`config.mk`:
```
export PLATFORM = sky130hd
export DESIGN_NAME = edge_pixel_source
export DESIGN_NICKNAME = d
export VERILOG_FILES = /design/src/rtl/edge_pixel_source_pkg.sv /design/src/rtl/edge_pixel_source_coord_mapper.sv /design/src/rtl/edge_pixel_source.sv
export SDC_FILE = /design/constraint.sdc
export NUM_CORES = 1
export LEC_CHECK = 0
export ABC_AREA = 1
export ABC_CLOCK_PERIOD_IN_PS = 1720
export CAP_MARGIN = 20
export CORE_ASPECT_RATIO = 1.2
export CORE_UTILIZATION = 53
export DETAILED_ROUTE_END_ITERATION = 10
export GPL_TIMING_DRIVEN = 0
export PLACE_DENSITY = 0.8
export SLEW_MARGIN = 0
export SYNTH_ARGS = -nofsm -noshare
export SYNTH_HDL_FRONTEND = slang
export SYNTH_HIERARCHICAL = 1
export SYNTH_SLANG_ARGS = --single-unit
```
`constraint.sdc`:
```
create_clock -name clk -period 1.72 [get_ports clk]
set_clock_uncertainty 0.1 [all_clocks]
set_input_delay 0.344 -clock clk [delete_from_list [all_inputs] [get_ports clk]]
set_output_delay 0.344 -clock clk [all_outputs]
set_load 0.01 [all_outputs]
```
`src/rtl/edge_pixel_source_pkg.sv`:
```
// Shared types and constants for the edge-detection pixel source.
package edge_pixel_source_pkg;

  localparam int ROW_NUM_DEF = 480;
  localparam int COL_NUM_DEF = 640;

  typedef logic signed [10:0] coord_t;
  typedef logic [7:0]         pixel_t;

  localparam logic [2:0] ST_IDLE  = 3'd0;
  localparam logic [2:0] ST_ISSUE = 3'd1;
  localparam logic [2:0] ST_WAIT  = 3'd2;
  localparam logic [2:0] ST_DRAIN = 3'd3;
  localparam logic [2:0] ST_RESP  = 3'd4;

  // Clamp one axis into [0, lim-1].
  function automatic coord_t clamp_coord(input coord_t c, input coord_t lim);
    if (c < 0)    return '0;
    if (c >= lim) return lim - coord_t'(1);
    return c;
  endfunction

endpackage

```
`src/rtl/edge_pixel_source_coord_mapper.sv`:
```
// Bounds check and frame-address computation for one (x, y) request.
// EDGE_BORDER_REPLICATE_EN: clamp out-of-frame coordinates instead of flagging them.
module edge_pixel_source_coord_mapper
  import edge_pixel_source_pkg::*;
#(
  parameter int ROW_NUM   = ROW_NUM_DEF,
  parameter int COL_NUM   = COL_NUM_DEF,
  parameter int ADDR_W    = 19,
  parameter int BASE_ADDR = 0
) (
  input  logic signed [10:0] x,
  input  logic signed [10:0] y,
  output logic               in_bounds,
  output logic [ADDR_W-1:0]  addr
);

  localparam coord_t COL_LIM = coord_t'(COL_NUM);
  localparam coord_t ROW_LIM = coord_t'(ROW_NUM);

  coord_t xc;
  coord_t yc;

  always_comb begin
`ifdef EDGE_BORDER_REPLICATE_EN
    xc        = clamp_coord(x, COL_LIM);
    yc        = clamp_coord(y, ROW_LIM);
    in_bounds = 1'b1;
`else
    xc        = x;
    yc        = y;
    in_bounds = !x[10] && (x < COL_LIM) && !y[10] && (y < ROW_LIM);
`endif
    // Coordinates are non-negative here, so the unsigned widening is exact.
    if (in_bounds)
      addr = ADDR_W'(BASE_ADDR) + ADDR_W'($unsigned(yc)) * ADDR_W'(COL_NUM)
             + ADDR_W'($unsigned(xc));
    else
      addr = '0;
  end

endmodule

```
`src/rtl/edge_pixel_source.sv`:
```
// Pixel responder: answers (x, y) requests from a one-entry cache, zero padding or a memory read.
// EDGE_BORDER_REPLICATE_EN selects border replication instead of zero padding.
//
// state | meaning
// IDLE  | ready; en sampled here only
// ISSUE | mem_read held until mem_waitrequest drops
// WAIT  | read accepted, waiting for readdatavalid
// DRAIN | read aborted by sync, discard the pending readdatavalid
// RESP  | pixel_valid pulse
module edge_pixel_source
  import edge_pixel_source_pkg::*;
#(
  parameter int ROW_NUM   = ROW_NUM_DEF,
  parameter int COL_NUM   = COL_NUM_DEF,
  parameter int ADDR_W    = 19,
  parameter int BASE_ADDR = 0
) (
  input  logic               clk,
  input  logic               rst,
  input  logic               en,
  input  logic               sync,
  input  logic signed [10:0] next_pixel_x,
  input  logic signed [10:0] next_pixel_y,
  output logic               waitrequest,
  output logic [7:0]         pixel,
  output logic               pixel_valid,
  output logic [ADDR_W-1:0]  mem_address,
  output logic               mem_read,
  input  logic               mem_waitrequest,
  input  logic [7:0]         mem_readdata,
  input  logic               mem_readdatavalid
);

  logic [2:0]        state;
  logic              in_bounds;
  logic [ADDR_W-1:0] req_addr;
  logic [ADDR_W-1:0] last_addr;
  pixel_t            last_pix;
  logic              last_valid;

  edge_pixel_source_coord_mapper #(
    .ROW_NUM  (ROW_NUM),
    .COL_NUM  (COL_NUM),
    .ADDR_W   (ADDR_W),
    .BASE_ADDR(BASE_ADDR)
  ) u_mapper (
    .x        (next_pixel_x),
    .y        (next_pixel_y),
    .in_bounds(in_bounds),
    .addr     (req_addr)
  );

  assign waitrequest = (state != ST_IDLE);
  assign pixel_valid = (state == ST_RESP);
  assign mem_read    = (state == ST_ISSUE);

  always_ff @(posedge clk or negedge rst) begin
    if (!rst) begin
      state       <= ST_IDLE;
      pixel       <= '0;
      mem_address <= '0;
      last_addr   <= '0;
      last_pix    <= '0;
      last_valid  <= 1'b0;
    end else begin
      if (sync) last_valid <= 1'b0;
      case (state)
        ST_IDLE: begin
          if (en && !sync) begin
            if (!in_bounds) begin
              pixel <= '0;
              state <= ST_RESP;
            end else if (last_valid && (req_addr == last_addr)) begin
              pixel <= last_pix;
              state <= ST_RESP;
            end else begin
              mem_address <= req_addr;
              state       <= ST_ISSUE;
            end
          end
        end
        ST_ISSUE: begin
          // A sync on the accepting cycle still leaves one readdatavalid in flight.
          if (sync)                  state <= mem_waitrequest ? ST_IDLE : ST_DRAIN;
          else if (!mem_waitrequest) state <= ST_WAIT;
        end
        ST_WAIT: begin
          if (sync) begin
            state <= mem_readdatavalid ? ST_IDLE : ST_DRAIN;
          end else if (mem_readdatavalid) begin
            pixel      <= mem_readdata;
            last_addr  <= mem_address;
            last_pix   <= mem_readdata;
            last_valid <= 1'b1;
            state      <= ST_RESP;
          end
        end
        ST_DRAIN: begin
          if (mem_readdatavalid) state <= ST_IDLE;
        end
        ST_RESP: state <= ST_IDLE;
        default: state <= ST_IDLE;
      endcase
    end
  end

endmodule

```
## Word-level counts from Yosys, hierarchy flattened

Cells that the tools add are included.

- Bits of input ports: 36
- Register bits: 58
- Logic and storage cells: 61

- Equality and inequality tests: 12
- Bitwise logic cells: 2
- Add/subtract/negate cells: 1
- Reductions and logical operators: 15
- Order comparisons: 2
- $mul: 1
- Muxes and demuxes: 22

Operator list:

| kind | number |
|---|---|
| 8-bit two-way mux | 5 |
| 3-bit two-way mux | 8 |
| 19-bit by 11-bit adder with 19-bit output | 1 |
| 19-bit == test | 1 |
| 19-bit two-way mux | 1 |
| 8-bit one-hot mux with 2 select lines | 1 |
| 11-bit by 3-bit multiplier with 12-bit output (second input constant) | 1 |
| 3-bit one-hot mux with 4 select lines | 1 |
| 11-bit by 10-bit < comparator with 1-bit output (second input constant) | 1 |
| 11-bit < comparator (second input constant) | 1 |
| 3-bit inequality test (second input constant) | 3 |
| 2-bit inequality test (second input constant) | 4 |
| 4-bit AND reduction | 2 |
| 3-bit by 2-bit == test with 1-bit output (second input constant) | 2 |
| 1-bit logical AND | 5 |
| 5-bit AND reduction | 1 |
| 1-bit two-way mux | 4 |
| 2-bit two-way mux | 2 |
| 3-bit by 1-bit == test with 1-bit output (second input constant) | 1 |
| 3-bit == test (second input constant) | 1 |
| 1-bit zero test | 3 |
| 3-bit zero test | 1 |
| 3-bit AND reduction | 1 |
| 3-bit nonzero test | 1 |
| 2 further kinds | 3 |

## Depth between registers and ports, before layout

Gate-level depths: netlist of run 1.

- Depth in word-level cells: 11
- Gate-level depth with buffers: 25

## By module

Netlist of run 1, hierarchy kept.

Modules (own cells, without submodules):

| module | area each (µm²) | seq. area each (µm²) | cells each | instances |
|---|---|---|---|---|
| edge_pixel_source | 2846.5 | 1451.4 | 355 | 1 |
| edge_pixel_source_coord_mapper | 1001.0 | 0.0 | 174 | 1 |

## Worst setup path after synthesis of run 1

Ideal clock, no wire load.

- Kind: in2reg
- Start point: input port next_pixel_y[1]
- End point: register mem_address[10]
- Path buffers: 2
- Cell stages on the path: 22
- Setup time: 0.118 ns
- Data arrival time: 3.039 ns
- Data required time: 1.502 ns
- Slack: -1.536 ns
- Cells stage by stage: ha_1 ha_1 fa_1 nand2_1 inv_1 nand4_1 nand3_1 nand3_1 nor2_4 nand3_1 nand2_1 nor2_1 inv_1 nand2_1 nand2_1 nand3_1 nor2_2 nand3_2 nand3_2 buf_6 buf_6 o21ai_2

- Longest elaborated chain between the ends: 7
- Elaborated cells between the ends (all ways): 9
- Those cells by class: add/sub: 1; mul: 1; order compare: 1; eq/ne: 1; mux: 1; bitwise: 1; reduce/logical: 3

Ends and longest elaborated chain:

| element | RTL line | source |
|---|---|---|
| from (decl) | edge_pixel_source.sv:23 | `input logic signed [10:0] next_pixel_y,` |
| 11-bit by 3-bit multiplier with 12-bit output / 11-bit by 10-bit < comparator with 1-bit output (equally long branches) | edge_pixel_source_coord_mapper.sv:35, edge_pixel_source_coord_mapper.sv:31 |  |
| 19-bit by 11-bit adder with 19-bit output / 1-bit logical AND (equally long branches) | edge_pixel_source_coord_mapper.sv:36, edge_pixel_source_coord_mapper.sv:31 |  |
| 19-bit two-way mux (*) | edge_pixel_source_coord_mapper.sv:34 | `if (in_bounds)` |
| via req_addr[18] | edge_pixel_source.sv:36 | `logic [ADDR_W-1:0] req_addr;` |
| 19-bit == test (*) | edge_pixel_source.sv:73 | `end else if (last_valid && (req_addr == last_addr)) begin` |
| 1-bit logical AND (*) | edge_pixel_source.sv:73 |  |
| 1-bit NOT (no source line) (*) | -- |  |
| 4-bit AND reduction (no source line) (*) | -- |  |
| to (signal assigned) | edge_pixel_source.sv:77 | `mem_address <= req_addr;` |
| to (decl) | edge_pixel_source.sv:27 | `output logic [ADDR_W-1:0] mem_address,` |

The timed path passes the listed nets; every way through them passes the cells marked *.
A chain may end at the register's enable or synchronous reset.

## Worst setup path in the final report of run 1

- Start point: input port next_pixel_y[3]
- End point: register mem_address[1]

Same word-level chain as after synthesis.

==> impl_results.md, run 1 <==
- Crit path DAT: 3.36 ns
- Flops & latches, synth: 58
- I/O pin cnt: 66
- Routed vias/inst: 5.45
- Site row count: 33
- EDFF count, synth: 0
- Inserted Clock Buffers: 9
- DR WL/cell: 15.4 um
- Cells after DPL: 682
- YS warnings: 6
- Fillers: 428
- Hold WC Path Type: reg -> reg
- Synthesized area: 3850 um^2
- Synth unique cells: 33
- HPWL after DPL: 6.76 mm
- Initial antenna violation count: 0
- Lkg Pwr: 2.93 nW
- Startpoint type of the worst setup path: input pin
- Synth Area in Adders: 7.87%
- Largest net degree at the start of global routing: 32
- Initial DRT Pass Iterations: 5
- Fin. max-slew vios: 0
- Synth-to-Final Area Change: 45.4%
- Post-Syn Nets: 588
- Layout Cells excl Fill: 737
- Deepest clock path buffer count: 2
- Share of cells above drive strength 1: 24.5%
- P per Cell Area: 928 nW/um^2
- Cell accounting for the most synthesized area: dfrtp_1
- Fin util: 80.7%
- First-pass GRT wire length: 17.8 mm
- DRC viols: 0
- Skew-Pair Late Insertion Delay: 0.35 ns
- Port-buffer cells: 65
- Root Buffer: clkbuf_8
- Post-synthesis sequential area ratio: 37.7%
- Fin crit period: 3.19 ns
- Final setup TNS: -40.98 ns
- Worst hold margin: 0.373 ns
- Maximum clock frequency: 314 MHz
- Avg Cell Area, Syn: 7.27 um^2
- Initial core utilization: 55.5%
- Die H: 95.3 um
- Final count of negative-setup-slack endpoints: 31
- Vias in the first global route: 3955
- Failing checks: negative setup slack
- Simple-Gate Fraction of Synth Area: 30.0%
- Fin nets: 704
- Largest family of logic cells by synthesized area: simple AND/OR/NAND/NOR gates
- Top post-synthesis cells by count: nand2_1 (154), inv_1 (84), dfrtp_1 (58)
- Vias: 4013
- Count leader, synth: nand2_1
- Max_slew headroom: 53.5%
- Final WL: 11.4 mm
- Sink Count: 58
- VDD IR-drop max: 0.703 mV
- Top FF cell, synth: dfrtp_1
- CTS tree: done
- DRT iter0 DRCs: 297
- Period utilisation layout: 185%
- Core area: 6940 um^2
- Cells after synthesis: 529
- CP Capture Type: flip-flop
- Die Area: 7610 um^2
- Final setup margin: -1.47 ns
- Area occupied by multi-input gates: 2330 um^2
- Max-cap viol count: 0
- Gr ovfl total: 0
- Worst EP required: 1.90 ns
- Critical path class: in -> reg
- Synth Area in Compound Gates: 11.9%
- Critical-path maximum fanout: 5
- Antenna cell count: 0
- Antenna Violating Nets Remaining: 0
- GRT Util Overall: 30.4%
- Reg clk slew, reported paths: 0.07 ns
- Mux share of post-synthesis cell area: 0.585%
- Share of the synthesized area in the top cell type: 37.7%
- Sequential cell area: 1450 um^2
- Total number of H-tree levels: 3
- Most area-consuming cells after synthesis: dfrtp_1 (38%), nand2_1 (15%), inv_1 (8.2%)
- Die Span X: 79.8 um
- Post-synthesis xor/xnor area fraction: 1.33%
- GP Congestion: 0.869
- Fin. Hold Viols: 0
- RSZ-0062 raised after global routing: true
- Async SR Flop Fraction: 100%
- Status: complete, but fails checks
- Measured slew at the worst slew-check pin: 0.698 ns
-- power breakdown --
group          total [mW]  switching [mW]  internal (mW)
sequential           1.84           0.182           1.66
combinational        1.73            1.01          0.725
clock                1.62           0.579           1.04
-- per-layer routing --
layer | vias to the layer above | wire, um | global-route usage [%]
met5 | - | 0 | 0
li1 | 1901 | - | -
met3 | 41 | 535 | 3.16
met2 | 170 | 6140 | 56.6
met4 | 0 | 363 | 14.3
met1 | 1901 | 4350 | 34.4
-- worst paths after layout --
check	start	end	slack (ns)	cells after the start
setup / recovery	next_pixel_y[3]	mem_address[1]	-1.47	25
max in group asynchronous	rst	state[0]	0.42	3
hold / removal	pixel[7]	pixel[7]	0.37	2
hold reg to reg	pixel[7]	pixel[7]	0.37	2
setup reg to reg	last_addr[10]	mem_address[1]	-0.10	13
min in group asynchronous	rst	mem_address[4]	0.46	2
-- final cells by class --
type | instances | share of cell area, %
tap | 87 | 1.95
timing repair buffer | 105 | 18.2
clock inverter | 5 | 1.79
buffer | 12 | 1.99
inverter | 86 | 5.77
clock buffer | 11 | 2.71
multi-input combinational | 373 | 41.7
sequential | 58 | 26.0
-- flip-flops by register name, summed over array words and instances (netlist names) --
name / flops
last_pix: 8
pixel: 8
mem_address: 19
last_valid: 1
state: 3
last_addr: 19
-- critical path, stage by stage --
cell and delay, ns:
buf_8 0.10, ha_4 0.23, ha_4 0.16, fa_2 0.53, nand2_1 0.05, inv_1 0.07, nand4_1 0.09, nand3_2 0.13
nand3_4 0.11, nor2_4 0.16, nand3_1 0.09, nand2_1 0.11, nor2_4 0.06, inv_1 0.08, nand2_1 0.06, nand2_1 0.08
nand3_2 0.08, nor2_2 0.11, nand3_2 0.14, nand3_4 0.11, buf_8 0.14, buf_12 0.11, buf_12 0.11, nand2_4 0.04
o21ai_2 0.05
-- what timing repair did --
item                       CTS  global route
hold buffers                 1             0
setup endpoints to repair   44            64
buffers inserted            33             3
hold endpoints to repair    27             0
resized for setup           91            41
pin swaps                   16            14
cloned                       2             1
-- cells by family after synthesis --
kind of cell             Yosys count
AO/OA/AOI/OAI                     79
XOR/XNOR                           5
adder cells (fa/ha/maj)           23
buffers and inverters             98
flip-flops                        58
multiplexers                       2
AND/OR/NAND/NOR                  264
-- per-stage QoR --
step	cell area [um^2]	total power, mW	worst slack [ns]
after floorplan	3890	2.81	-1.34
after global placement	4650	3.21	-2.23
after detailed placement	4670	3.29	-2.29
after CTS	5510	5.05	-1.34
after global routing	5600	5.48	-1.65
final	5600	5.19	-1.47
-- layout by cell type (no fill, tap or decap), drive strengths merged, types with 2 or more instances in the layout --
master,count
nand2,159
nand4,3
o21ai,44
fa,2
nor2,54
bufinv,3
xor2,4
dlymetal6s2s,6
a31oi,3
nor3,3
a21oi,30
ha,21
dlygate4sd2,13
buf,56
clkbuf,17
clkdlybuf4s50,35
inv,86
dfrtp,58
mux2,2
nand3,45
clkinv,2
No activity file was read; power rests on OpenSTA's default activity.
==> inputs of run 2 (changes only) <==
--- a/config.mk
+++ b/config.mk
@@ -12,6 +12,7 @@
 export CORE_UTILIZATION = 53
 export DETAILED_ROUTE_END_ITERATION = 10
 export GPL_TIMING_DRIVEN = 0
+export MAX_ROUTING_LAYER = met4
 export PLACE_DENSITY = 0.8
 export SLEW_MARGIN = 0
 export SYNTH_ARGS = -nofsm -noshare
==> run 2 against run 1 <==
Effect of this change:
- the run still ends with negative setup slack left
- flip-flop and latch count did not move
- register-to-register slack improved by 0.03 ns
- total power fell by 6.5%
- count of clock-buffer cells in the layout rose by 2
- routed wire length rose by 6.7%
- clock power fell by 25%
- critical path type unchanged
- critical endpoint is now mem_address[5]
==> impl_results.md, run 2 (synthesis results as in run 1) <==
- Port-buffer cells: 65
- First-pass GRT wire length: 18.9 mm
- Failing checks: negative setup slack
- CTS tree: done
- Commonest non-fill, non-tap cell in the layout: nand2_1
- Logic pwr share: 36.7%
- Crit path DAT: 3.24 ns
- Final setup margin: -1.38 ns
- DRC viols: 0
- Antenna Violating Nets Remaining: 0
- Lkg Pwr: 2.96 nW
- Clk network pwr share: 25.2%
- Fin. Hold Viols: 0
- Final count of negative-setup-slack endpoints: 30
- P per Cell Area: 867 nW/um^2
- Initial core utilization: 55.5%
- GP Congestion: 0.856
- Die H: 95.3 um
- Switching share of total power: 36.6%
- Worst hold margin: 0.381 ns
- Skew-Pair Late Insertion Delay: 0.34 ns
- Max_slew headroom: 56.8%
- Startpoint type of the worst setup path: input pin
- I/O pin cnt: 66
- Sink Count: 58
- Deepest clock path buffer count: 2
- Reg clk slew, reported paths: 0.07 ns
- Largest registers: last_addr: 19 flops, mem_address: 19 flops
- Initial DRT Pass Iterations: 5
- Fin util: 80.7%
- Max-cap viol count: 0
- Final WL: 12.1 mm
- Fin nets: 707
- Core area: 6940 um^2
- Inserted Clock Buffers: 9
- Die Span X: 79.8 um
- Internal power: 3.08 mW
- RSZ-0062 raised after global routing: true
- Net Switching: 1.78 mW
- Synth-to-Final Area Change: 45.5%
- Maximum clock frequency: 323 MHz
- Gr ovfl total: 0
- Cells after DPL: 682
- CP Capture Type: flip-flop
- Layout Cells excl Fill: 739
- Root Buffer: clkbuf_8
- Hold WC Path Type: reg -> reg
- Fillers: 428
- Most frequent cells in the layout: nand2_1 (137), inv_1 (80), dfrtp_1 (57)
- Vias in the first global route: 4086
- DRT iter0 DRCs: 254
- Antenna cell count: 0
- Fin crit period: 3.10 ns
- Sequential power share: 38.1%
- Total number of H-tree levels: 3
- Status: complete, but fails checks
- Vias: 4082
- Measured slew at the worst slew-check pin: 0.647 ns
- Critical-path maximum fanout: 5
- VDD IR-drop max: 0.552 mV
- Die Area: 7610 um^2
- Period utilisation layout: 180%
- Fin. max-slew vios: 0
- Routed vias/inst: 5.52
- DR WL/cell: 16.4 um
- HPWL after DPL: 6.92 mm
- Critical path class: in -> reg
- Worst EP required: 1.86 ns
- Site row count: 33
- Share of cells above drive strength 1: 26.2%
- Largest net degree at the start of global routing: 32
- GRT Util Overall: 33.8%
- Initial antenna violation count: 0
==> run 2: cell types whose count changed in the layout (fill, tap and decap cells not counted), sizes merged <==
cell	delta
clkbuf	+3
clkdlybuf4s15	+2
dlygate4sd2	-1
dlymetal6s2s	+4
clkdlybuf4s50	-5
nand2	+1
buf	+1
bufinv	-3
==> run 2: worst max-delay path, cell delays in order <==
cell and delay, ns:
buf_8 0.10, buf_4 0.14, ha_4 0.25, ha_4 0.28, nand2_1 0.06, inv_1 0.09, nand2_1 0.10, nand2_2 0.11
nand2_1 0.07, nand2_2 0.12, nand3_2 0.11, nor2_4 0.16, nand3_1 0.08, nand2_1 0.10, nor2_4 0.06, inv_1 0.08
nand2_1 0.05, nand2_1 0.06, nand3_1 0.08, nor2_2 0.10, nand3_2 0.13, nand3_4 0.11, buf_8 0.14, buf_12 0.12
buf_12 0.12, o21ai_2 0.05
==> run 2: final cells by class <==
cell class	instances	area, um^2	share of cell area (%)
inverters	86	323	5.77
flip-flops and latches	58	1450	25.9
clock buffers	13	179	3.20
multi-input cells	374	2400	42.8
well taps	87	109	1.94
clock inverters	2	10.0	0.179
plain buffers	10	78.8	1.41
repair buffers	109	1050	18.7
==> run 2: metal layers <==
metal	track usage [%]	vias up	part of all wire, %
met5	-	-	0
met4	14.3	0	3.1
met3	5.93	39	6.2
met2	61.9	207	54
met1	35.5	1925	36
li1	-	1911	-
==> run 2: power groups by stage <==
stage / clock network, mW / registers, mW / logic [mW]
after floorplan: 0 / 1.83 / 0.974
after global placement: 0 / 1.83 / 1.38
after detailed placement: 0 / 1.85 / 1.45
after CTS: 1.20 / 1.83 / 1.65
after global routing: 1.27 / 1.87 / 1.96
final: 1.22 / 1.85 / 1.78
==> run 2: worst paths after layout <==
kind / from / end / slack [ns] / cells after the start
max in group asynchronous: rst / state[0] / 0.44 / 3
setup reg to reg: last_addr[2] / mem_address[5] / -0.07 / 11
min in group asynchronous: rst / mem_address[4] / 0.47 / 2
hold reg to reg: pixel[7] / pixel[7] / 0.38 / 2
setup / recovery: next_pixel_y[3] / mem_address[5] / -1.38 / 26
hold / removal: pixel[7] / pixel[7] / 0.38 / 2
==> run 2: through the flow <==
step / setup WS (ns) / setup TNS (ns) / total power [mW] / instance area [um^2]
global placement: -2.24 / -162.22 / 3.22 / 4650
CTS: -1.30 / -36.56 / 4.68 / 5520
floorplan: -1.34 / -37.62 / 2.81 / 3890
global route: -1.59 / -43.46 / 5.10 / 5600
finish: -1.38 / -38.86 / 4.85 / 5600
detailed placement: -2.28 / -71.57 / 3.30 / 4670
==> run 2: repair_timing <==
item	in CTS	in global routing
setup endpoints to repair	38	65
resized for setup	110	47
cloned	4	1
buffers inserted	36	7
hold buffers	1	0
pin swaps	21	11
hold endpoints to repair	27	0
==> inputs of run 3 (changes only) <==
--- a/config.mk
+++ b/config.mk
@@ -9,13 +9,11 @@
 export ABC_CLOCK_PERIOD_IN_PS = 1720
 export CAP_MARGIN = 20
 export CORE_ASPECT_RATIO = 1.2
-export CORE_UTILIZATION = 53
+export CORE_UTILIZATION = 40
 export DETAILED_ROUTE_END_ITERATION = 10
 export GPL_TIMING_DRIVEN = 0
 export MAX_ROUTING_LAYER = met4
-export PLACE_DENSITY = 0.8
 export SLEW_MARGIN = 0
 export SYNTH_ARGS = -nofsm -noshare
 export SYNTH_HDL_FRONTEND = slang
-export SYNTH_HIERARCHICAL = 1
 export SYNTH_SLANG_ARGS = --single-unit
==> run 3 against run 2 <==
Effect of this change:
- the run still ends with negative setup slack left
- sequential power barely moved
- area after synthesis up 0.65%
- combinational power grew 6%
- synthesized cell count fell by 3.0%
- total power is 2.6% higher
- sequential share of layout area shrank 0.98 points
- die area grew 33%
- hold slack got worse by 0.011 ns
- count of clock-buffer cells in the layout fell by 2
- core utilization shrank 18 points
- critical endpoint is now mem_address[9]
- largest power group is now combinational logic
==> impl_results.md, run 3 <==
- GRT Util Overall: 22.8%
- Failing checks: negative setup slack
- Measured slew at the worst slew-check pin: 0.778 ns
- Routed vias/inst: 4.99
- Avg Cell Area, Syn: 7.55 um^2
- DRC viols: 0
- Reg clk slew, reported paths: 0.07 ns
- Hold path start: pixel[2]
- FF-to-FF End: mem_address[9]
- Largest registers: last_addr: 19 flops, mem_address: 19 flops
- CP peak stage delay: 0.44 ns
- Share of the synthesized area in the top cell type: 37.5%
- GP Congestion: 0.819
- Hold WC Path Type: reg -> reg
- Critical Path Start: next_pixel_y[3]
- I/O pin cnt: 66
- Fin crit period: 3.01 ns
- Largest net degree at the start of global routing: 38
- Maximum clock frequency: 332 MHz
- Count leader, synth: nand2_1
- Lkg Pwr: 3.01 nW
- Design area: 5830 um^2
- Layout Cells excl Fill: 748
- Initial DRT Pass Iterations: 4
- R2r startpoint: last_addr[5]
- Max-cap viol count: 0
- Initial core utilization: 42.0%
- Site row count: 38
- Inserted Clock Buffers: 9
- Post-Syn Nets: 572
- First-pass GRT wire length: 17.4 mm
- Antenna Violating Nets Remaining: 0
- Crit-path slowest cell: fa_2
- Worst path most repeated cell: nand2_1
- Final count of negative-setup-slack endpoints: 29
- Final setup margin: -1.29 ns
- Crit path cell chain: buf_8 > ha_4 > ha_4 > inv_2 > fa_2 > inv_2 > nand2_1 > nand2_1 > nand3_2 > nand2_2 > nand2_2 > nor2_4 > nand3_4 > o21ai_4 > nand3_2 > nand2_1 > nand2_1 > nand3_2 > nand3_4 > buf_8 > buf_12 > buf_12 > nand2_2 > o21ai_2
- Worst EP required: 1.84 ns
- Reg2reg setup slack: -0.40 ns
- Top FF cell, synth: dfrtp_1
- Synth unique cells: 36
- Crit path DAT: 3.13 ns
- Cells after synthesis: 513
- Placed Area: 4750 um^2
- Async SR Flop Fraction: 100%
- Initial antenna violation count: 0
- P per Cell Area: 854 nW/um^2
- Fin util: 63.2%
- Die H: 110 um
- Die Span X: 91.8 um
- Gr ovfl total: 0
- Skew-Pair Late Insertion Delay: 0.33 ns
- Fin. max-slew vios: 0
- Vias: 3729
- Core area: 9220 um^2
- Cells after DPL: 699
- Synth-to-Final Area Change: 50.5%
- Period utilisation layout: 175%
- VDD IR-drop max: 0.372 mV
- Synthesized area: 3870 um^2
- Worst Setup EP: mem_address[9]
- YS warnings: 0
- Port-buffer cells: 65
- Antenna cell count: 0
- Max_slew headroom: 48.1%
- Deepest clock path buffer count: 2
- Total power: 4.98 mW
- DR WL/cell: 14.2 um
- Fin. Hold Viols: 0
- Sink Count: 58
- DRT iter0 DRCs: 167
- Top post-synthesis cells by count: nand2_1 (137), nand3_1 (59), dfrtp_1 (58), inv_1 (58), nor2_1 (33)
- Share of cells above drive strength 1: 32.6%
- HPWL after DPL: 7.42 mm
- Fin nets: 682
- Commonest non-fill, non-tap cell in the layout: nand2_1
- Root Buffer: clkbuf_8
- Post-synthesis sequential area ratio: 37.5%
- RSZ-0062 raised after global routing: true
- Cell accounting for the most synthesized area: dfrtp_1
- Startpoint type of the worst setup path: input pin
- CTS tree: done
- EDFF count, synth: 0
- Critical-path maximum fanout: 5
- Most area-consuming cells after synthesis: dfrtp_1 (37%), nand2_1 (13%), nand3_1 (7.6%)
- Status: complete, but fails checks
- Most frequent cells in the layout: nand2_1 (116), dfrtp_1 (55), inv_1 (51)
- Critical path class: in -> reg
- R2R depth: 15
- Final WL: 10.6 mm
- Total number of H-tree levels: 3
- Vias in the first global route: 3741
- CP Capture Type: flip-flop
- Die Area: 10100 um^2
- Flops & latches, synth: 58
run 3: cell types whose count changed in the layout (fill, tap and decap cells not counted), moves of 7 or more:
cell	before	now
a21oi_1	25	18
nor2_1	45	30
inv_1	80	51
buf_4	34	27
o21ai_1	10	1
nand3_1	35	46
nand4_1	3	13
nand2_1	137	116
nand2_2	16	24
run 3: worst min path at each step:
stage,depth (start not counted),to,slack [ns]
after floorplan,0,last_addr[0],-0.05
after global placement,2,pixel[0],0.35
after detailed placement,1,state[0],0.25
after CTS,2,pixel[0],0.37
after global routing,2,pixel[0],0.39
final,2,pixel[2],0.37
run 3: metal layers:
layer	GRT usage [%]	up-vias	wire length, um
li1	-	1897	-
met1	25.9	1735	4480
met2	40.0	80	5520
met3	3.80	17	376
met4	9.60	0	268
met5	-	-	0
run 3: cell type report:
| type | instances | area [um^2] |
|---|---|---|
| clock inverter | 5 | 53.8 |
| clock buffer | 11 | 141 |
| buffer | 15 | 160 |
| inverter | 62 | 235 |
| fill | 780 | 3400 |
| timing repair buffer | 99 | 1010 |
| tap | 120 | 150 |
| sequential | 58 | 1460 |
| multi-input combinational | 378 | 2620 |
run 3: logic make-up (layout without fill, tap and decap cells):
kind of cell	Yosys count	after routing	synth area share (%)
fa+ha+maj	23	23	7.82
buf+inv	77	192	8.82
compound gates	64	64	9.76
xor+xnor	4	4	0.905
flops	58	58	37.5
mux	6	6	1.74
simple gates	281	281	33.5
run 3: power by group:
group	internal, mW	switching (mW)	leakage [nW]
Clock	0.704	0.546	0.103
Combinational	0.845	1.04	2.16
Sequential	1.65	0.191	0.750
Total	3.20	1.78	3.01
run 3: timing repair:
action,in CTS,in global routing
cloned,3,1
hold buffers,1,0
setup buffers,23,5
setup endpoints to repair,65,57
gates resized for setup,140,60
pin swaps,23,23
endpoints found under the hold margin,21,0
run 3: critical path: cells and delay by family:
family,cells,cell delay [ns]
AND/OR/NAND/NOR,13,1.12
adder cells (fa/ha/maj),3,0.82
buffers and inverters,6,0.63
AO/OA/AOI/OAI,2,0.22
run 3: per-stage QoR:
step / hold WS, ns / setup TNS [ns] / setup slack, ns
6_report: 0.370 / -34.68 / -1.29
3_5_place_dp: 0.251 / -76.33 / -2.16
3_3_place_gp: 0.352 / -172.52 / -2.13
2_1_floorplan: -0.0516 / -32.54 / -1.17
5_1_grt: 0.393 / -38.99 / -1.42
4_1_cts: 0.375 / -33.86 / -1.25
==> RTL change 1 (config.mk and constraints of run 2) <==
Build with the macro `EDGE_BORDER_REPLICATE_EN` defined.
--- a/src/rtl/edge_pixel_source_coord_mapper.sv
+++ b/src/rtl/edge_pixel_source_coord_mapper.sv
@@ -1,5 +1,7 @@
 // Bounds check and frame-address computation for one (x, y) request.
 // EDGE_BORDER_REPLICATE_EN: clamp out-of-frame coordinates instead of flagging them.
+`define EDGE_BORDER_REPLICATE_EN
+
 module edge_pixel_source_coord_mapper
   import edge_pixel_source_pkg::*;
 #(
Check against the original RTL: not equivalent (Yosys sat finds a counterexample within 4 cycles, from zero or initial values and one cycle with rst low).
==> RTL change 1 against run 2 <==
- the run still ends with negative setup slack left
- setup slack got worse by 0.49 ns
- critical endpoint is now mem_address[2]
- non-clock buffer count decreased by 10
- synthesized area increased by 0.55%
- final area decreased by 0.89%
- wire length decreased by 13%
- final cell count decreased by 1.1%
- worst hold slack improved by 0.0040 ns
- register-to-register slack improved by 0.03 ns
- sequential cell count unchanged
Power is not compared: it rests on default switching activity, and its combinational part moved more than twofold at a synthesized area within 25%.
==> RTL change 1: results (changes against run 2) <==
NUMBER_OF_STANDARD_CELLS_AFTER_SYNTHESIS=531  # +0.38%
DETAIL_ROUTE.FIRST_PASS.ITERATIONS=4  # -1
POST_PLACE_CELLS=683  # +0.15%
DPL-INSTANCE-AREA_UM2=4650  # -0.46%
DRT_FIRST_ITER_VIOLATIONS=216  # -15%
PLACEMENT.SETUP.WORST_SLACK_NS=-2.63  # -0.355 ns
POST_ROUTE_CELLS_DRIVE_ABOVE_1_SHARE=0.300  # +0.0374
GR_LAYER_USAGE_MET2=0.531  # -0.0883
SYNTHESIS.NETS=586  # -0.34%
GR-USAGE-MET3=0.0488  # -0.0105
WORST_PATH_LARGEST_CELL_DELAY_NS=0.59  # +0.31 ns
IO_BUFFER_COUNT=64  # -1.5%
STATUS='finished with violations'
FINALSETUPVIOLCOUNT=29  # -3.3%
R2R-END='mem_address[2]'
ARRIVAL_NS=3.71  # +0.47 ns
POST_SYNTHESIS_CELL_TYPE_COUNT=38  # +15%
FIN_HOLD_WS_NS=0.385  # +0.00399 ns
FINALWORSTSETUPSLACK_NS=-1.87  # -0.493 ns
GRTUSAGETOTAL=0.297  # -0.0410
ROUTE.DETAILED.WL_PER_INST_UM=14.4  # -12%
MET3_WIRELENGTH_FROM_DETAILED_ROUTING_UM=425  # -43%
VIOLATIONS_IN_THE_FINAL_REPORTS='negative setup slack'
CP_SLOWEST_CELL='sky130_fd_sc_hd__fa_2'
FIRST_PASS_GRT_WIRE_LENGTH_UM=16800  # -11%
GRT_PASS1_VIAS=3752  # -8.2%
DR_WL_MET2_UM=5750  # -13%
SYNTHTOPCELLSBYCOUNT='152 x sky130_fd_sc_hd__nand2_1, 89 x sky130_fd_sc_hd__inv_1, 58 x sky130_fd_sc_hd__dfrtp_1, 41 x sky130_fd_sc_hd__o21ai_0, 40 x sky130_fd_sc_hd__nor2_1'
WORST_PIN_SLEW_NS=0.696  # +0.0485 ns
FIN_TNS_SETUP_NS=-52.60  # -13.73 ns
DETAILROUTE.VIA_COUNT=3861  # -5.4%
WORSTPATHMAXFANOUT=6  # +1
GRT_START_MAX_NET_PINS=36  # +13%
GLOBALROUTEMET1UTIL=0.319  # -0.0357
GP_CONGESTION=0.793  # -7.4%
DPL.HPWL_UM=6880  # -0.48%
==> RTL change 1: how the worst max path moves through the flow <==
| stage | start | endpoint | slack, ns | cells past startpoint |
|---|---|---|---|---|
| after global placement | next_pixel_y[8] | mem_address[5] | -2.51 | 27 |
| after detailed placement | next_pixel_y[8] | mem_address[2] | -2.63 | 27 |
| after global routing | next_pixel_y[5] | mem_address[6] | -2.06 | 28 |
| final | next_pixel_y[5] | mem_address[2] | -1.87 | 26 |
| after CTS | next_pixel_y[6] | mem_address[3] | -1.72 | 30 |
| after floorplan | next_pixel_y[5] | mem_address[2] | -1.71 | 26 |
==> RTL change 1: power groups by stage <==
stage / clock network (mW) / logic [mW] / registers [mW]
after floorplan: 0 / 1.69 / 2.45
after global placement: 0 / 2.86 / 2.36
after detailed placement: 0 / 2.97 / 2.39
after CTS: 1.23 / 3.35 / 2.40
after global routing: 1.30 / 3.96 / 2.52
final: 1.22 / 3.60 / 2.45
==> RTL change 1: cells by family after synthesis <==
logic type | synth area share
AND/OR/NAND/NOR | 0.294
buffers and inverters | 0.114
AO/OA/AOI/OAI | 0.121
flip-flops | 0.375
adder cells (fa/ha/maj) | 0.0653
XOR/XNOR | 0.0223
other | 0.00194
multiplexers | 0.00582
==> RTL change 1: layout make-up <==
class                           instances  area (um2)
Timing Repair inverter                  1        7.51
Tap cell                               87         109
Clock buffer                           12         145
Timing Repair Buffer                   98         977
Multi-Input combinational cell        368        2380
Fill cell                             448        1390
Inverter                               93         352
Clock inverter                          3        40.0
Buffer                                 11        85.1
Sequential cell                        58        1450
==> RTL change 1: what timing repair did <==
action                                  CTS  global route
hold endpoints to repair                 23             0
endpoints found under the setup margin   40            64
gates cloned                              4             0
pin swaps                                27            20
hold buffers                              1             0
setup buffers                            24             7
resized for setup                       121            64
==> RTL change 2 (settings of run 2) <==
Made on the original files. Make the reset (`rst`) synchronous in one clocked block.
--- a/src/rtl/edge_pixel_source.sv
+++ b/src/rtl/edge_pixel_source.sv
@@ -54,7 +54,7 @@
   assign pixel_valid = (state == ST_RESP);
   assign mem_read    = (state == ST_ISSUE);
 
-  always_ff @(posedge clk or negedge rst) begin
+  always_ff @(posedge clk) begin
     if (!rst) begin
       state       <= ST_IDLE;
       pixel       <= '0;
Behaviour: differs if rst is asserted again (counterexample within 4 cycles, from zero or initial values and one cycle with rst low); with rst held inactive, the same outputs for 10 cycles.
==> RTL change 2 against run 2 <==
- final area down 2.1%
- via count up 3.0%
- register-to-register slack worse by 0.07 ns
- synthesized area down 1.9%
- the run still ends with negative setup slack left
- worst hold slack worse by 0.033 ns
- power down 21%
- setup slack worse by 0.18 ns
- synthesized cell count up 11%
- wire length down 4.9%
- sequential cell count unchanged
==> RTL change 2: results (changes against run 2) <==
IO_BUFFER_COUNT=64  # -1.5%
WORST_PATH_LARGEST_CELL_DELAY_NS=0.46  # +0.18 ns
DETAILED_ROUTE_WL_UM=11600  # -4.9%
FIRST_PASS_GRT_WIRE_LENGTH_UM=17200  # -8.9%
DRT_FIRST_ITER_VIOLATIONS=286  # +13%
FIN_HOLD_WS_NS=0.347  # -0.0334 ns
TOTAL_LEAKAGE_POWER_nW=2.51  # -15%
FINALSETUPVIOLCOUNT=33  # +10%
DPL.HPWL_UM=7180  # +3.8%
GRT_START_MAX_NET_PINS=11  # -66%
POST_SYNTHESIS_CELL_TYPE_COUNT=36  # +9.1%
YS_ASYNC_RST_SHARE=0  # -1.00
GRT_PASS1_VIAS=3854  # -5.7%
GP_CONGESTION=0.881  # +2.9%
GRTUSAGETOTAL=0.307  # -0.0315
CP_SLOWEST_CELL='sky130_fd_sc_hd__fa_2'
WORSTPATHMAXFANOUT=6  # +1
VIOLATIONS_IN_THE_FINAL_REPORTS='negative setup slack'
PLACEMENT.SETUP.WORST_SLACK_NS=-2.49  # -0.212 ns
SYNTH_AREA_LEADERS='sky130_fd_sc_hd__dfxtp_1 31%, sky130_fd_sc_hd__nand2_1 15%, sky130_fd_sc_hd__inv_1 9.4%'
VDD.IR_DROP.WORST_mV=0.404  # -27%
DPL-INSTANCE-AREA_UM2=4570  # -2.2%
COUNT_OF_ANTENNA_DIODES_IN_THE_LAYOUT=0  # unchanged
SYNTH_SEQUENTIAL_AREA_RATIO=0.307  # -0.0697
WHS_ENDPOINT='last_pix[4]'
STATUS='finished with violations'
SLACK_OF_THE_WORST_REG_TO_REG_PATH_NS=-0.14  # -0.07 ns
CRITICAL_PATH.REG2REG.STARTPOINT='last_addr[17]'
POST_ROUTE_CELLS_DRIVE_ABOVE_1_SHARE=0.220  # -0.0426
DETAIL_ROUTE.FIRST_PASS.ITERATIONS=6  # +1
SYNTHTOPCELLSBYCOUNT='146 x sky130_fd_sc_hd__nand2_1, 95 x sky130_fd_sc_hd__inv_1, 84 x sky130_fd_sc_hd__nor2_1, 58 x sky130_fd_sc_hd__dfxtp_1, 46 x sky130_fd_sc_hd__o21ai_0'
WORST-R2R-CELL-COUNT=14  # +3
DETAILROUTE.VIA_COUNT=4205  # +3.0%
FINALWORSTSETUPSLACK_NS=-1.56  # -0.184 ns
HOLD_WC_STARTPOINT='last_pix[4]'
-- RTL change 2: metal layers --
metal,GRT usage,wire length [um]
met4,0.130,403
met1,0.323,4320
met2,0.556,6140
met5,-,0
met3,0.0560,695
-- RTL change 2: how the worst max path moves through the flow --
stage / cells after the start / from / slack [ns] / endpoint
after floorplan: 24 / next_pixel_y[1] / -1.42 / mem_address[1]
after global placement: 25 / next_pixel_y[1] / -2.47 / mem_address[2]
after detailed placement: 25 / next_pixel_y[1] / -2.49 / mem_address[4]
after CTS: 26 / next_pixel_y[3] / -1.50 / mem_address[11]
after global routing: 24 / next_pixel_y[1] / -1.69 / mem_address[11]
final: 24 / next_pixel_y[1] / -1.56 / mem_address[11]
-- RTL change 2: kinds of logic after synthesis --
| family | synth area share |
|---|---|
| simple gates | 0.325 |
| buf+inv | 0.127 |
| compound gates | 0.137 |
| flops | 0.307 |
| fa+ha+maj | 0.0802 |
| xor+xnor | 0.0229 |
-- RTL change 2: area by class of cell --
type                            instances  area [um2]
Inverter                               98         375
Timing Repair Buffer                   95         882
Multi-Input combinational cell        417        2580
Clock buffer                           12         155
Tap cell                               87         109
Sequential cell                        58        1170
Fill cell                             476        1370
Clock inverter                          4        73.8
Buffer                                 17         136
-- RTL change 2: timing repair --
action	4_1_cts	5_1_grt
setup buffers	16	12
pin swaps	19	26
gates cloned	2	2
resized for setup	77	62
endpoints found under the setup margin	33	56
-- RTL change 2: power by group --
part	switching [mW]	internal, mW
clock	0.561	0.896
combinational	0.538	0.441
sequential	0.0133	1.36
total	1.11	2.70
-- RTL change 2: stage by stage --
stage	cells	util	setup TNS, ns
after floorplan	589	-	-39.15
after global placement	740	0.666	-72.56
after detailed placement	740	0.666	-73.82
after CTS	774	0.757	-41.13
after global routing	788	0.800	-47.26
final	788	0.800	-43.20
-- RTL change 2: worst register-to-register path: cells and delay by family, from the launching register on --
family	cells	cell delay, ns
buf+inv	4	0.43
simple gates	10	0.84
flops	1	0.38
